`config.mk`:
```
export PLATFORM = sky130hd
export DESIGN_NAME = pipeline_hazard_ctrl
export DESIGN_NICKNAME = d
export VERILOG_FILES = /design/src/rtl/pipe_ctrl_pkg.sv /design/src/rtl/pipeline_hazard_ctrl_hazard_detect.sv /design/src/rtl/pipeline_hazard_ctrl.sv
export SDC_FILE = /design/constraint.sdc
export NUM_CORES = 1
export LEC_CHECK = 0
export ABC_AREA = 1
export CORE_MARGIN = 2
export CORE_UTILIZATION = 52
export CTS_BUF_LIST = sky130_fd_sc_hd__clkbuf_4 sky130_fd_sc_hd__clkbuf_8
export CTS_CLUSTER_SIZE = 8
export DETAILED_ROUTE_END_ITERATION = 12
export PLACE_DENSITY = 0.85
export SLEW_MARGIN = 15
export SYNTH_ARGS = -nofsm -noshare
export SYNTH_HDL_FRONTEND = slang
export SYNTH_SLANG_ARGS = --single-unit
```
`constraint.sdc`:
```
create_clock -name clk -period 2.8 [get_ports clk]
set_clock_uncertainty 0.2 [all_clocks]
set_input_delay 0.28 -clock clk [delete_from_list [all_inputs] [get_ports clk]]
set_output_delay 0.28 -clock clk [all_outputs]
set_load 0.02 [all_outputs]
```
`src/rtl/pipe_ctrl_pkg.sv`:
```
// pipe_ctrl_pkg
// Shared definitions for the pipeline sequencer: memory FSM state encoding,
// the register-index width, and the bundle of stage-register controls.
package pipe_ctrl_pkg;

  localparam int REG_W = 4;

  typedef enum logic {
    RUN      = 1'b0,
    MEM_WAIT = 1'b1
  } mem_state_t;

  typedef struct packed {
    logic freeze_pc;
    logic freeze_if_id;
    logic flush_if_id;
    logic freeze_id_ex;
    logic flush_id_ex;
    logic freeze_ex_mem;
    logic freeze_mem_wb;
  } stage_ctrl_t;

endpackage

```
`src/rtl/pipeline_hazard_ctrl_hazard_detect.sv`:
```
// hazard_detect
// Purely combinational RAW / load-use compare for the instruction in ID.
// Ports:
//   forward_en            forwarding unit active (only load-use remains)
//   id_src1/id_src2       source register indices of the ID instruction
//   id_uses_src1/id_two_src  which of those sources are really read
//   exe_dest/exe_wb_en/exe_mem_r_en  producer at the ID/EX output
//   mem_dest/mem_wb_en    producer at the EX/MEM output
//   hazard                ID instruction must wait
module hazard_detect
  import pipe_ctrl_pkg::*;
(
  input  logic             forward_en,
  input  logic [REG_W-1:0] id_src1,
  input  logic [REG_W-1:0] id_src2,
  input  logic             id_two_src,
  input  logic             id_uses_src1,
  input  logic [REG_W-1:0] exe_dest,
  input  logic             exe_wb_en,
  input  logic             exe_mem_r_en,
  input  logic [REG_W-1:0] mem_dest,
  input  logic             mem_wb_en,
  output logic             hazard
);

  logic hit_exe;
  logic hit_mem;

  assign hit_exe = exe_wb_en &
                   ((id_uses_src1 & (id_src1 == exe_dest)) |
                    (id_two_src   & (id_src2 == exe_dest)));

  assign hit_mem = mem_wb_en &
                   ((id_uses_src1 & (id_src1 == mem_dest)) |
                    (id_two_src   & (id_src2 == mem_dest)));

  // With forwarding, only a load in EXE cannot be bypassed in time.
  assign hazard = forward_en ? (hit_exe & exe_mem_r_en) : (hit_exe | hit_mem);

endmodule

```
`src/rtl/pipeline_hazard_ctrl.sv`:
```
// pipeline_hazard_ctrl
// Freeze/flush sequencer for the 5-stage pipeline. Combines data hazards,
// taken branches in EXE and multi-cycle SRAM accesses in MEM into the
// stage-register controls, and keeps stall/flush counters plus a sticky
// SRAM timeout flag.
// Ports:
//   clk, rst              clock; asynchronous active-high reset
//   forward_en .. mem_wb_en  hazard compare inputs (see hazard_detect)
//   exe_branch_taken      branch resolved taken in EXE
//   mem_req, sram_ready   memory access in MEM and its completion
//   freeze_* / flush_*    stage-register controls
//   hazard                raw data-hazard detect (debug)
//   mem_busy              waiting on SRAM
//   mem_timeout_err       sticky, cleared only by rst
//   stall_cnt, flush_cnt  saturating counts of freeze_pc / flush_if_id cycles
//
// state    | meaning
// RUN      | no outstanding wait; a zero-wait access completes here
// MEM_WAIT | SRAM access pending, wait counter running
module pipeline_hazard_ctrl
  import pipe_ctrl_pkg::*;
#(
  parameter int TIMEOUT = 255,
  parameter int CNT_W   = 16
) (
  input  logic             clk,
  input  logic             rst,
  input  logic             forward_en,
  input  logic [REG_W-1:0] id_src1,
  input  logic [REG_W-1:0] id_src2,
  input  logic             id_two_src,
  input  logic             id_uses_src1,
  input  logic [REG_W-1:0] exe_dest,
  input  logic             exe_wb_en,
  input  logic             exe_mem_r_en,
  input  logic [REG_W-1:0] mem_dest,
  input  logic             mem_wb_en,
  input  logic             exe_branch_taken,
  input  logic             mem_req,
  input  logic             sram_ready,
  output logic             freeze_pc,
  output logic             freeze_if_id,
  output logic             flush_if_id,
  output logic             freeze_id_ex,
  output logic             flush_id_ex,
  output logic             freeze_ex_mem,
  output logic             freeze_mem_wb,
  output logic             hazard,
  output logic             mem_busy,
  output logic             mem_timeout_err,
  output logic [CNT_W-1:0] stall_cnt,
  output logic [CNT_W-1:0] flush_cnt
);

  localparam logic [15:0]      TIMEOUT_V = 16'(TIMEOUT);
  localparam logic [CNT_W-1:0] CNT_MAX   = '1;

  mem_state_t  state_q, state_d;
  logic [15:0] wait_q, wait_d;
  logic        hazard_raw;
  logic        mem_stall;
  stage_ctrl_t ctrl;

  hazard_detect u_hazard_detect (
    .forward_en   (forward_en),
    .id_src1      (id_src1),
    .id_src2      (id_src2),
    .id_two_src   (id_two_src),
    .id_uses_src1 (id_uses_src1),
    .exe_dest     (exe_dest),
    .exe_wb_en    (exe_wb_en),
    .exe_mem_r_en (exe_mem_r_en),
    .mem_dest     (mem_dest),
    .mem_wb_en    (mem_wb_en),
    .hazard       (hazard_raw)
  );

  // The release cycle (sram_ready=1) is not a stall, so MEM advances there.
  assign mem_stall = mem_req & ~sram_ready;

  always_ff @(posedge clk or posedge rst) begin
    if (rst) begin
      state_q <= RUN;
      wait_q  <= '0;
    end else begin
      state_q <= state_d;
      wait_q  <= wait_d;
    end
  end

  always_comb begin
    state_d = state_q;
    wait_d  = wait_q;
    case (state_q)
      RUN: begin
        if (mem_stall) begin
          state_d = MEM_WAIT;
          wait_d  = 16'd1;
        end
      end
      MEM_WAIT: begin
        if (sram_ready) begin
          state_d = RUN;
          wait_d  = '0;
        end else if (wait_q < TIMEOUT_V) begin
          wait_d = wait_q + 16'd1;
        end
      end
    endcase
  end

  // Flag sets on the edge the wait counter reaches TIMEOUT; no abort follows.
  always_ff @(posedge clk or posedge rst) begin
    if (rst) begin
      mem_timeout_err <= 1'b0;
    end else if ((state_d == MEM_WAIT) && (wait_d == TIMEOUT_V)) begin
      mem_timeout_err <= 1'b1;
    end
  end

  // Priority: memory stall > taken branch > data hazard. A taken branch kills
  // the ID instruction, so its hazard no longer matters.
  always_comb begin
    ctrl = '0;
    if (rst) begin
      ctrl = '0;
    end else if (mem_stall) begin
      ctrl.freeze_pc     = 1'b1;
      ctrl.freeze_if_id  = 1'b1;
      ctrl.freeze_id_ex  = 1'b1;
      ctrl.freeze_ex_mem = 1'b1;
      ctrl.freeze_mem_wb = 1'b1;
    end else if (exe_branch_taken) begin
      ctrl.flush_if_id = 1'b1;
      ctrl.flush_id_ex = 1'b1;
    end else if (hazard_raw) begin
      ctrl.freeze_pc    = 1'b1;
      ctrl.freeze_if_id = 1'b1;
      ctrl.flush_id_ex  = 1'b1;
    end
  end

  always_ff @(posedge clk or posedge rst) begin
    if (rst) begin
      stall_cnt <= '0;
      flush_cnt <= '0;
    end else begin
      if (ctrl.freeze_pc && (stall_cnt != CNT_MAX)) begin
        stall_cnt <= stall_cnt + 1'b1;
      end
      if (ctrl.flush_if_id && (flush_cnt != CNT_MAX)) begin
        flush_cnt <= flush_cnt + 1'b1;
      end
    end
  end

  assign freeze_pc     = ctrl.freeze_pc;
  assign freeze_if_id  = ctrl.freeze_if_id;
  assign flush_if_id   = ctrl.flush_if_id;
  assign freeze_id_ex  = ctrl.freeze_id_ex;
  assign flush_id_ex   = ctrl.flush_id_ex;
  assign freeze_ex_mem = ctrl.freeze_ex_mem;
  assign freeze_mem_wb = ctrl.freeze_mem_wb;
  assign hazard        = hazard_raw & ~rst;
  assign mem_busy      = (state_q == MEM_WAIT);

endmodule

```
# --- After elaboration in Yosys (flattened, before gate mapping) ---
# Cells that the tools add are included.
# W data, S select, Z words.
op_classes:
  magnitude_cmp: 1
  n_reduce_logical: 3
  bitwise: 15
  n_mux: 18
  n_eq_ne: 7
  add_sub_neg: 3
op_table:
  columns: ["operator", "count"]
  rows:
  - ["$add A16 B1 Y16 const B", 3]
  - ["$mux W16", 3]
  - ["$ne A16 B16 Y1 const B", 2]
  - ["$pmux W16 S2", 1]
  - ["$eq A16 B8 Y1 const B", 1]
  - ["$eq A4 B4 Y1", 4]
  - ["$lt A16 B8 Y1 const B", 1]
  - ["$and A1 B1 Y1", 9]
  - ["$mux W1", 8]
  - ["$mux W2", 4]
  - ["$mux W7", 1]
  - ["$logic_and A1 B1 Y1", 3]
  - ["$not A1 Y1", 3]
  - ["$or A1 B1 Y1", 3]
  - ["$pmux W1 S2", 1]
totals:
  ff_bits: 50
  in_bits: 27

# --- Longest topological paths before layout ---
logic_depth:
  depth_word: 11
  mapped_depth: 14
  depth_no_buf: 13

# --- By module ---
# From an unflattened synthesis, not the netlist that was laid out.
hier_totals:
  cells_unflattened: 382
  area_unflattened_um2: 3006.6
by_module_without_submodules:
  columns: ["mod", "seq_area_each_um2", "cells_per_inst", "area_each_um2", "n_inst"]
  rows:
  - ["pipeline_hazard_ctrl", 1251.2, 308, 2700.1, 1]
  - ["hazard_detect", 0.0, 74, 306.5, 1]

# --- Worst setup path before layout ---
# Ideal clock, no wire load.
synth_timing:
  kind: "input port to flip-flop"
  from: "in rst"
  to: "reg flush_cnt[15]"
  path_slack_ns: -0.023
  arrival_time_ns: 2.544
  path_buffers: 0
  stages: 8
  cell_sequence: "inv_1 nand2_1 nor2_2 nand2_2 nor2_1 nand3_1 nor2_1 xor2_1"
synth_between:
  elab_chain_len: 2
synth_rtl:
  columns: ["element", "line", "rtl"]
  rows:
  - ["start, declared", "pipeline_hazard_ctrl.sv:27", "input logic rst,"]
  - ["$mux W7", "pipeline_hazard_ctrl.sv:125", "if (rst) begin"]
  - ["via flush_if_id", "pipeline_hazard_ctrl.sv:43", "output logic flush_if_id,"]
  - ["$logic_and A1 B1 Y1", "pipeline_hazard_ctrl.sv:151", "if (ctrl.flush_if_id && (flush_cnt != CNT_MAX)) begin"]
  - ["end signal, assigned", "pipeline_hazard_ctrl.sv:152", "flush_cnt <= flush_cnt + 1'b1;"]
  - ["end, declared", "pipeline_hazard_ctrl.sv:52", "output logic [CNT_W-1:0] flush_cnt"]
# The timed path passes the listed nets, and every way through them passes these cells.
# A chain may end at the register's enable or synchronous reset.

# --- Final worst setup path ---
layout_timing:
  from: "in id_src1[0]"
  to: "out hazard"
layout_between:
  elab_chain_len: 7
layout_rtl:
  columns: ["element", "line", "rtl"]
  rows:
  - ["start, declared", "pipeline_hazard_ctrl.sv:29", "input logic [REG_W-1:0] id_src1,"]
  - ["$eq A4 B4 Y1 (on tied branches)", "pipeline_hazard_ctrl_hazard_detect.sv:30, pipeline_hazard_ctrl_hazard_detect.sv:34", null]
  - ["$and A1 B1 Y1 (on tied branches)", "pipeline_hazard_ctrl_hazard_detect.sv:30, pipeline_hazard_ctrl_hazard_detect.sv:34", null]
  - ["$or A1 B1 Y1 (on tied branches)", "pipeline_hazard_ctrl_hazard_detect.sv:30, pipeline_hazard_ctrl_hazard_detect.sv:34", null]
  - ["$and A1 B1 Y1 (on tied branches)", "pipeline_hazard_ctrl_hazard_detect.sv:29, pipeline_hazard_ctrl_hazard_detect.sv:33", null]
  - ["$or A1 B1 Y1 or $and A1 B1 Y1 (tied branches)", "pipeline_hazard_ctrl_hazard_detect.sv:38", "assign hazard = forward_en ? (hit_exe & exe_mem_r_en) : (hit_exe | hit_mem);"]
  - ["$mux W1 (*)", "pipeline_hazard_ctrl_hazard_detect.sv:38", null]
  - ["$and A1 B1 Y1 (*)", "pipeline_hazard_ctrl.sv:164", "assign hazard = hazard_raw & ~rst;"]
  - ["end, declared", "pipeline_hazard_ctrl.sv:48", "output logic hazard,"]
# Mark *: on every way between the ends. The rest lies on a longest branch, timed or not.

==> flow_metrics.tcl <==
set metrics [dict create \
    rsz0062_at_grt "no" \
    clk_pin_slew_worst_paths_ns 0.08 \
    drt_wl_total_mm 7.01 \
    irDropWorstVdd_mv 0.594 \
    arrival_ns 2.14 \
    antenna_found_initial 0 \
    yosys.area_share.adder_pct 1.23 \
    grt_max_degree 27 \
    cts_hold_buf 0 \
    cap_violations 0 \
    avgViaCountPerCell 5.16 \
    synth_area_leaders "dfrtp_1 41%, nand2_1 14%, nand3_1 8.4%" \
    finalCritPeriodShare_pct 93.6 \
    htreeDepth 2 \
    clkPwrFrac_pct 23.9 \
    drt_iter0_markers 132 \
    grt_pass1_wl_mm 12.0 \
    clock-sinks 50 \
    num_rows 27 \
    crit_buf_inv 4 \
    syn_area_per_cell_um2 7.39 \
    synth_top_area_cell "dfrtp_1" \
    chipWidth_um 80.5 \
    cp-start-kind "primary input" \
    synth.most_common_cell "nand2_1" \
    synth_compound_area_share_pct 2.80 \
    pwr_density_cell_nw_per_um2 467 \
    fin_ws_ns 0.180 \
    synth-edff-count 0 \
    ys_top_cells_by_count "111 x nand2_1, 57 x nor2_1, 51 x inv_1, 51 x nand3_1, 50 x dfrtp_1" \
    clock_latency_ns 0.30 \
    slowest_stage "clkdlybuf4s50_1" \
    synth_top_area_share_pct 41.1 \
    ys_seq_elements 50 \
    critPathRequiredTime_ns 2.32 \
    crit_type "in2out" \
    yosys_most_used_dff "dfrtp_1" \
    p_comb_share_pct 27.1 \
    p_seq_share_pct 49.0 \
    cp_max_fo 3 \
    drt_first_pass_iters 4 \
    cts_tree "yes" \
    path_delay_family "buffers and inverters" \
    core_area_um2 5570 \
    grt_remaining_overflow 0 \
    grt_pass1_vias 2769 \
    async_flop_share_pct 100 \
    max_clock_freq_ghz 0.382 \
    netlist-cell-type-count 25 \
    die_y_um 80.5 \
    drtAntennaViolNets 0 \
    hold_path_class "in2async" \
    root_buffer "clkbuf_8" \
    cp_cell_sequence "clkdlybuf4s50_1, inv_1, nand2_1, nand2_1, nor2_1, nand4_1, nand2_1, nand2_1, nand2_1, inv_1, nor2_1, clkdlybuf4s50_1" \
    place_ws_ns 0.156 \
    synth_fp_nets 442 \
    finalMaxSlewViolations 0 \
    io_buffers 68 \
    internal_power_mw 1.23 \
    synthCells 412 \
    synth_xor_xnor_area_share_pct 10.4 \
    final_core_util_pct 69.9 \
    worst_pin_slew_ns 0.352 \
    ctsResizeCount 0 \
    ys_seq_area_share_pct 41.1 \
    leakagePower_nw 1.99 \
    start_util_pct 54.6 \
    hold_viol_final 0 \
    critPathCaptureType "primary output" \
    yosysWarnings 0 \
    path_common_cell "nand2_1" \
    slowest_delay_ns 0.64 \
    syn_area_um2 3040 \
    holdWs_ns 0.296 \
    synthSimpleGateAreaFrac_pct 36.4 \
    setup_viol_count_final 0 \
    final_nets 514 \
    n_antenna_cell 0 \
    gp_congestion 0.887 \
    switching_share_pct 32.3 \
    drive_above_1_share_pct 4.54 \
    area_delta_synth_final_pct 28.0 \
    cts_setup_buffers 0 \
    synthMuxAreaShare_pct 0 \
    via_count 2876 \
    cts_buffers 5 \
    switching_power_mw 0.588 \
    status "completed" \
    drc_errors 0 \
    setup-tns-final_ns 0 \
    post-route-min-period_ns 2.62 \
    pin_count 69 \
    avgRoutedWirePerCell_um 12.6 \
    dieArea_um2 6480 \
    synth_top_family_by_area "simple AND/OR/NAND/NOR gates" \
    clockBufferDepth 2 \
    grt.total_usage_pct 23.5 \
    post-dp-hpwl_mm 5.35 \
    relSlewSlack_pct 76.5 \
]
## tightest hold or removal path, delay by kind of cell
kind	cells	cell delay (ns)
buffers and inverters	3	0.91
## layout by cell type (no fill, tap or decap), drive strengths merged, types with 10 or more instances in the layout
cell type,netlist,final
nand2,115,115
nand3,51,51
xnor2,14,14
dfrtp,50,50
o21ai,10,10
nor2,59,59
clkdlybuf4s50,0,68
nand4,14,14
inv,51,50
xor2,22,22
## final timing paths
path,cells after the start,slack (ns),to,start
max,12,0.18,hazard,id_src1[0]
min in group clk,1,0.30,flush_cnt[9],flush_cnt[9]
max in group asynchronous,3,1.85,mem_timeout_err,rst
max reg2reg,7,0.49,stall_cnt[2],stall_cnt[0]
min,3,0.30,flush_cnt[7],rst
min reg2reg,1,0.30,flush_cnt[9],flush_cnt[9]
## per-stage QoR
step	cells	instance area (µm²)	power, mW
2_1_floorplan	412	3050	1.16
3_3_place_gp	549	3800	1.38
3_5_place_dp	549	3800	1.39
4_1_cts	557	3900	1.84
5_1_grt	557	3900	1.92
6_report	557	3900	1.82
## cell type report
type,instances,area (µm²)
fillers,456,1680
flip-flops and latches,50,1250
inverters,51,195
multi-input cells,303,1550
clock inverters,1,5.00
repair buffers,73,718
well taps,72,90.1
clock buffers,7,90.1
## cells by family (layout without fill, tap and decap cells)
family,count (synthesis),count (layout)
XOR/XNOR,36,36
flip-flops,50,50
AND/OR/NAND/NOR,249,249
adder cells (fa/ha/maj),3,3
buffers and inverters,59,132
AO/OA/AOI/OAI,15,15
## metal layers
metal	track usage, %	vias to the layer above	wire length [µm]	share of wire (%)
li1	-	1447	-	-
met3	3.60	8	268	3.8
met5	0	-	0	0
met2	41.3	81	3530	50
met4	8.98	0	112	1.6
met1	29.0	1340	3090	44
## registers in the layout, indices dropped and copies added, names as in the netlist
| signal | count |
|---|---|
| stall_cnt | 16 |
| flush_cnt | 16 |
| mem_busy | 1 |
| mem_timeout_err | 1 |
| wait_q | 16 |
## power by group through the flow
stage          clock network (mW)  registers [mW]  logic [mW]
2_1_floorplan                   0           0.958       0.198
3_3_place_gp                    0           0.899       0.480
3_5_place_dp                    0           0.900       0.494
4_1_cts                     0.453           0.889       0.498
5_1_grt                     0.474           0.904       0.539
6_report                    0.435           0.890       0.493
Note: power is estimated with default switching activity, not from simulation.
